`config.mk`:
```
export PLATFORM = sky130hd
export DESIGN_NAME = commit_trace_buffer
export DESIGN_NICKNAME = d
export VERILOG_FILES = /design/src/rtl/commit_trace_buffer_pkg.sv /design/src/rtl/sync_fifo.sv /design/src/rtl/commit_trace_buffer.sv
export SDC_FILE = /design/constraint.sdc
export NUM_CORES = 1
export LEC_CHECK = 0
export BUFFER_PORTS_ARGS = -buffer_cell sky130_fd_sc_hd__buf_2
export CAP_MARGIN = 40
export CELL_PAD_IN_SITES_DETAIL_PLACEMENT = 1
export CELL_PAD_IN_SITES_GLOBAL_PLACEMENT = 1
export CORE_MARGIN = 2
export CORE_UTILIZATION = 53
export CTS_BUF_LIST = sky130_fd_sc_hd__clkbuf_2 sky130_fd_sc_hd__clkbuf_4 sky130_fd_sc_hd__clkbuf_8
export CTS_CLUSTER_SIZE = 40
export DETAILED_ROUTE_END_ITERATION = 16
export GPL_ROUTABILITY_DRIVEN = 0
export PLACE_DENSITY_LB_ADDON = 0.1
export REMOVE_ABC_BUFFERS = 1
export SLEW_MARGIN = 20
export SYNTH_ARGS = -nofsm -noshare
export SYNTH_HDL_FRONTEND = slang
export SYNTH_SLANG_ARGS = --single-unit
export TNS_END_PERCENT = 20
```
`constraint.sdc`:
```
create_clock -name clk -period 12.35 [get_ports clk]
set_clock_uncertainty 0.05 [all_clocks]
set_input_delay 0.6175 -clock clk [delete_from_list [all_inputs] [get_ports clk]]
set_output_delay 0.6175 -clock clk [all_outputs]
set_load 0.05 [all_outputs]
```
`src/rtl/commit_trace_buffer_pkg.sv`:
```
// Shared types for the commit trace buffer: record layout and control states.
package commit_trace_buffer_pkg;

  typedef struct packed {
    logic [31:0] pc;
    logic        ebreak;
    logic        mmio;
  } commit_rec_t;

  localparam int REC_W = $bits(commit_rec_t);

  typedef enum logic [1:0] {
    RUN   = 2'd0,
    DRAIN = 2'd1,
    HALT  = 2'd2
  } ctb_state_e;

endpackage

```
`src/rtl/sync_fifo.sv`:
```
// Generic single-clock FIFO with registered pointers and an occupancy count.
module sync_fifo #(
  parameter int WIDTH = 8,
  parameter int DEPTH = 8,
  localparam int AW = $clog2(DEPTH)
) (
  input  logic             clk,
  input  logic             rst,
  input  logic             push,
  input  logic [WIDTH-1:0] wr_data,
  input  logic             pop,
  output logic [WIDTH-1:0] rd_data,
  output logic             full,
  output logic             empty,
  output logic [AW:0]      count
);

  logic [WIDTH-1:0] mem [DEPTH];
  logic [AW-1:0]    wr_ptr, rd_ptr;
  logic             do_push, do_pop;

  assign full    = (count == (AW+1)'(DEPTH));
  assign empty   = (count == '0);
  assign do_push = push & ~full;
  assign do_pop  = pop & ~empty;
  assign rd_data = mem[rd_ptr];

  always_ff @(posedge clk or posedge rst) begin
    if (rst) begin
      wr_ptr <= '0;
      rd_ptr <= '0;
      count  <= '0;
    end else begin
      if (do_push) wr_ptr <= wr_ptr + 1'b1;
      if (do_pop)  rd_ptr <= rd_ptr + 1'b1;
      case ({do_push, do_pop})
        2'b10:   count <= count + 1'b1;
        2'b01:   count <= count - 1'b1;
        default: ;
      endcase
    end
  end

  // Storage is cleared on reset so the head read is never X while empty.
  always_ff @(posedge clk or posedge rst) begin
    if (rst) begin
      for (int i = 0; i < DEPTH; i++) mem[i] <= '0;
    end else if (do_push) begin
      mem[wr_ptr] <= wr_data;
    end
  end

endmodule

```
`src/rtl/commit_trace_buffer.sv`:
```
// Commit-record buffer between the core's commit stage and a trace reader,
// with halt-on-ebreak tracking and a no-commit watchdog.
module commit_trace_buffer
  import commit_trace_buffer_pkg::*;
#(
  parameter int DEPTH   = 8,
  parameter int TIMEOUT = 1024
) (
  input  logic        clk,
  input  logic        rst,
  input  logic        cmt_valid,
  input  logic [31:0] cmt_pc,
  input  logic        cmt_ebreak,
  input  logic        cmt_mmio,
  output logic        cmt_ready,
  output logic        trace_valid,
  output logic [31:0] trace_pc,
  output logic        trace_ebreak,
  output logic        trace_mmio,
  input  logic        trace_ready,
  output logic        halted,
  output logic        hang,
  output logic [31:0] cmt_count
);

  localparam int AW = $clog2(DEPTH);
  localparam int IW = $clog2(TIMEOUT);
  localparam logic [IW-1:0] IDLE_MAX = IW'(TIMEOUT - 1);

  ctb_state_e  state, state_nxt;
  commit_rec_t wr_rec, head;
  logic        fifo_full, fifo_empty;
  logic [AW:0] fifo_count;
  logic        push, pop;
  logic [IW-1:0] idle_cnt;

  assign wr_rec = '{pc: cmt_pc, ebreak: cmt_ebreak, mmio: cmt_mmio};

  // Ready depends only on local state so the reader never reaches the core combinationally.
  assign cmt_ready   = (state == RUN) & ~fifo_full;
  assign trace_valid = ~fifo_empty & (state != HALT);
  assign push        = cmt_valid & cmt_ready;
  assign pop         = trace_valid & trace_ready;

  assign trace_pc     = head.pc;
  assign trace_ebreak = head.ebreak;
  assign trace_mmio   = head.mmio;
  assign halted       = (state == HALT);

  sync_fifo #(.WIDTH(REC_W), .DEPTH(DEPTH)) u_fifo (
    .clk     (clk),
    .rst     (rst),
    .push    (push),
    .wr_data (wr_rec),
    .pop     (pop),
    .rd_data (head),
    .full    (fifo_full),
    .empty   (fifo_empty),
    .count   (fifo_count)
  );

  fifo_count_consistent: assert property (@(posedge clk) disable iff (rst)
    (fifo_count == '0) == fifo_empty);

  always_ff @(posedge clk or posedge rst) begin
    if (rst) state <= RUN;
    else     state <= state_nxt;
  end

  // Once the ebreak is taken nothing else enters, so its pop empties the FIFO.
  always_comb begin
    state_nxt = state;
    case (state)
      RUN:     if (push && cmt_ebreak)  state_nxt = DRAIN;
      DRAIN:   if (pop && trace_ebreak) state_nxt = HALT;
      default: ;
    endcase
  end

  always_ff @(posedge clk or posedge rst) begin
    if (rst) begin
      cmt_count <= '0;
    end else if (push) begin
      cmt_count <= cmt_count + 32'd1;
    end
  end

  // Backpressure stalls count as idle, so a stuck reader also trips the watchdog.
  always_ff @(posedge clk or posedge rst) begin
    if (rst) begin
      idle_cnt <= '0;
      hang     <= 1'b0;
    end else if (state == RUN) begin
      if (push)                      idle_cnt <= '0;
      else if (idle_cnt == IDLE_MAX) hang     <= 1'b1;
      else                           idle_cnt <= idle_cnt + 1'b1;
    end
  end

endmodule

```
==> impl_metrics.csv <==
group,metric,value,unit
detailed_routing,remaining_drc_errors,0,
sta,max_slew_margin,0.450,
cts,clock-sinks,327,
sta,worst_pin_slew,826,ps
die,core_area,27900,um^2
worst_setup_path,cp.arrival,3170,ps
min_path,hold_start,"cmt_pc[13]",
cts,cts-root-buf,"clkbuf_8",
global_routing,antenna_found_initial,3,
sta,max_freq,0.261,GHz
synthesis,synth_ff_type,"dfrtp_1",
die,die-area,29700,um^2
synthesis,async_flop_share,1.00,
pwr,total_power,4650,uW
min_path,hold_depth,2,
cells_and_area,instances_no_fill,1501,
global_routing,gr-total-overflow,0,
global_routing,grt_max_degree,117,
global_routing,grt_pass1_vias,9260,
sta,setup_tns,0,ps
job,cap_violations,0,
synthesis,ys_types,49,
detailed_routing,initialDrtViolationCount,370,
placement,dp.cells,1393,
cts,cts.clk_slew.worst_paths,60,ps
sta,hold_viol,0,
worst_setup_path,cp-end-kind,"output port",
pwr,pwr-share-clk,0.244,
synthesis,yosysWarnings,0,
global_routing,globalRouteTotalUtil,0.231,
sta,period_needed,3840,ps
synthesis,syn-cell-area,15000,um^2
detailed_routing,first_pass_iters,4,
synthesis,postSynthCellCount,943,
cts,cts_made_buffers,56,
pwr,ir_drop,0.184,mV
cells_and_area,fin_nets,1121,
pwr,sw_frac_of_total,0.349,
sta,fin_crit_sh,0.311,
cells_and_area,layout-drive-gt1-share,0.560,
cts,cts.path.max_buffers,3,
die,initial_core_util,0.540,
worst_setup_path,path_max_fanout,29,
cts,cts_setup_buffers,0,
synthesis,yosysSeqAreaShare,0.544,
detailed_routing,antenna_left,0,
cts,cts.htree.levels,2,
pwr,pwr_density_cell,269,nW/um^2
sta,hold_ws,301,ps
die,die_w,172,um
cts,clock_latency,590,ps
detailed_routing,wl_per_cell,21.7,um
worst_setup_path,path_class,"reg2out",
worst_setup_path,cp_data_required_time,11680,ps
detailed_routing,totalWireLength,32600,um
worst_setup_path,ff2ff_path_depth,10,
cells_and_area,num-fill-cells,2572,
min_path,worstHoldPathType,"in2reg",
detailed_routing,vias_per_cell,5.63,
cts,cts_tree,"yes",
worst_setup_path,worstSetupStartpoint,"u_fifo.rd_ptr[0]",
placement,numPortBuffers,107,
cts,ctsResizeCount,0,
sta,finalMaxSlewViolations,0,
synthesis,syn_avg_cell_area,15.9,um^2
pwr,p_seq_frac,0.385,
pwr,intPower,3030,uW
synthesis,synth_edf_count,0,
placement,hpwlAfterDp,19000,um
worst_setup_path,worst_setup_path_start_kind,"flop",
die,die_y,172,um
detailed_routing,vias,8450,
die,io-pin-count,108,
outcome,outcome,"finished clean",
pwr,switching_power,1620,uW
global_routing,grt_pass1_wl,52200,um
sta,rsz0062_at_grt,"false",
cells_and_area,synthToLayoutAreaGrowth,14.8,%
pwr,p_leak,0.00817,uW
sta,finalSetupViolCount,0,
die,num_rows,61,
pwr,comb_power_share,0.371,
worst_setup_path,reg2reg_from,"state[1]",
synthesis,ys_ff_latch,327,
==> kinds of logic after synthesis <==
| logic type | Yosys count | share of synthesized area |
|---|---|---|
| muxes | 378 | 0.341 |
| DFF | 327 | 0.544 |
| and+or+nand+nor | 114 | 0.0445 |
| buffers and inverters | 58 | 0.0305 |
| xor gates and xnor gates | 44 | 0.0256 |
| AOI/OAI and AO/OA | 15 | 0.00791 |
| adders and majority gates | 7 | 0.00582 |
==> Yosys cell counts (all sizes together), types with 3 or more instances <==
cell type | count | area [um^2]
nand3b | 4 | 42.5
and3 | 6 | 37.5
mux2 | 310 | 3600
nor3 | 7 | 40.0
buf | 36 | 375
xnor2 | 26 | 228
nand3 | 14 | 82.6
mux4 | 68 | 1530
and2 | 4 | 27.5
nand2 | 22 | 82.6
dfrtp | 327 | 8180
nor2 | 27 | 119
nand2b | 4 | 25.0
inv | 6 | 22.5
a21oi | 4 | 20.0
xor2 | 18 | 158
nor3b | 4 | 35.0
clkbuf | 15 | 56.3
o21ai | 3 | 15.0
nor4 | 6 | 52.6
nand4 | 8 | 56.3
ha | 7 | 87.6
==> worst max-delay path: stages, from the launching register on <==
cell and delay [ps]:
dfrtp_4 710, buf_4 490, buf_16 300, mux4_2 540
mux2_2 290, buf_2 220
==> cell usage in the layout (no fill, tap or decap), types with 2 or more instances in the layout <==
master and instances:
and3_1 6, ha_1 7, diode_2 3, nor2b_1 2, dfrtp_4 2, and4_1 2, nand3_1 13, nand2_1 22
o21ai_0 3, clkbuf_8 69, mux2_4 30, and2_1 3, dfrtp_1 324, a211oi_1 2, nor2_4 6, mux4_2 68
buf_4 12, nor3_1 6, bufinv_16 7, nor3b_1 3, xor2_1 18, nand3b_1 3, mux2_2 280, clkbuf_4 9
nand2b_1 4, buf_2 107, inv_1 5, inv_8 2, nand4_1 7, nor4_1 5, buf_16 5, clkinv_2 13
xnor2_1 26, a21oi_1 4, nor2_1 20
==> repair_timing <==
action / 4_1_cts / 5_1_grt
endpoints found under the hold margin: 0 / 9
hold buffers: 0 / 1
endpoints found under the setup margin: 0 / 0
==> metal layers <==
| metal | vias up | global-route usage | routed length (um) |
|---|---|---|---|
| met5 | - | 0 | 0 |
| met4 | 0 | 0.0621 | 539 |
| met3 | 53 | 0.0414 | 1210 |
| met2 | 130 | 0.393 | 16200 |
| met1 | 4509 | 0.306 | 14600 |
| li1 | 3758 | - | - |
==> path summary, 6_finish.rpt <==
check,to,slack [ps]
hold reg to reg,cmt_count[31],410
setup reg to reg,u_fifo.count[2],8990
max in group asynchronous,u_fifo.rd_ptr[0],10190
min in group asynchronous,u_fifo.mem[130],530
setup / recovery,trace_pc[11],8510
hold / removal,u_fifo.mem[253],300
==> through the flow <==
step | util | instance area (um^2) | worst slack, ps
after floorplan | - | 14600 | 2630
after global placement | 0.566 | 15800 | 8780
after detailed placement | 0.569 | 15900 | 8700
after CTS | 0.617 | 17200 | 8400
after global routing | 0.619 | 17300 | 8300
final | 0.620 | 17300 | 8510
==> registers in the layout, summed over array words and instances (netlist names) <==
| signal | cells |
|---|---|
| u_fifo.mem | 272 |
| idle_cnt | 10 |
| u_fifo.rd_ptr | 3 |
| u_fifo.wr_ptr | 3 |
| hang | 1 |
| u_fifo.count | 4 |
| cmt_count | 32 |
| state | 2 |
==> power by group through the flow <==
stage | sequential, uW | clock, uW | combinational, uW
6_report | 1790 | 1130 | 1720
5_1_grt | 1850 | 1210 | 1840
4_1_cts | 1790 | 1170 | 1750
3_5_place_dp | 1800 | 0 | 1740
3_3_place_gp | 1810 | 0 | 1640
2_1_floorplan | 1780 | 0 | 1360
==> layout make-up <==
| type | count | area [um^2] | area share |
|---|---|---|---|
| sequential | 327 | 8190 | 0.475 |
| antenna | 3 | 7.51 | 0.000435 |
| clock inverter | 24 | 312 | 0.0181 |
| timing repair buffer | 126 | 793 | 0.0460 |
| inverter | 7 | 33.8 | 0.00196 |
| tap | 378 | 473 | 0.0274 |
| multi-input combinational | 558 | 6430 | 0.373 |
| clock buffer | 78 | 1020 | 0.0589 |
No activity file was read; power rests on OpenSTA's default activity.
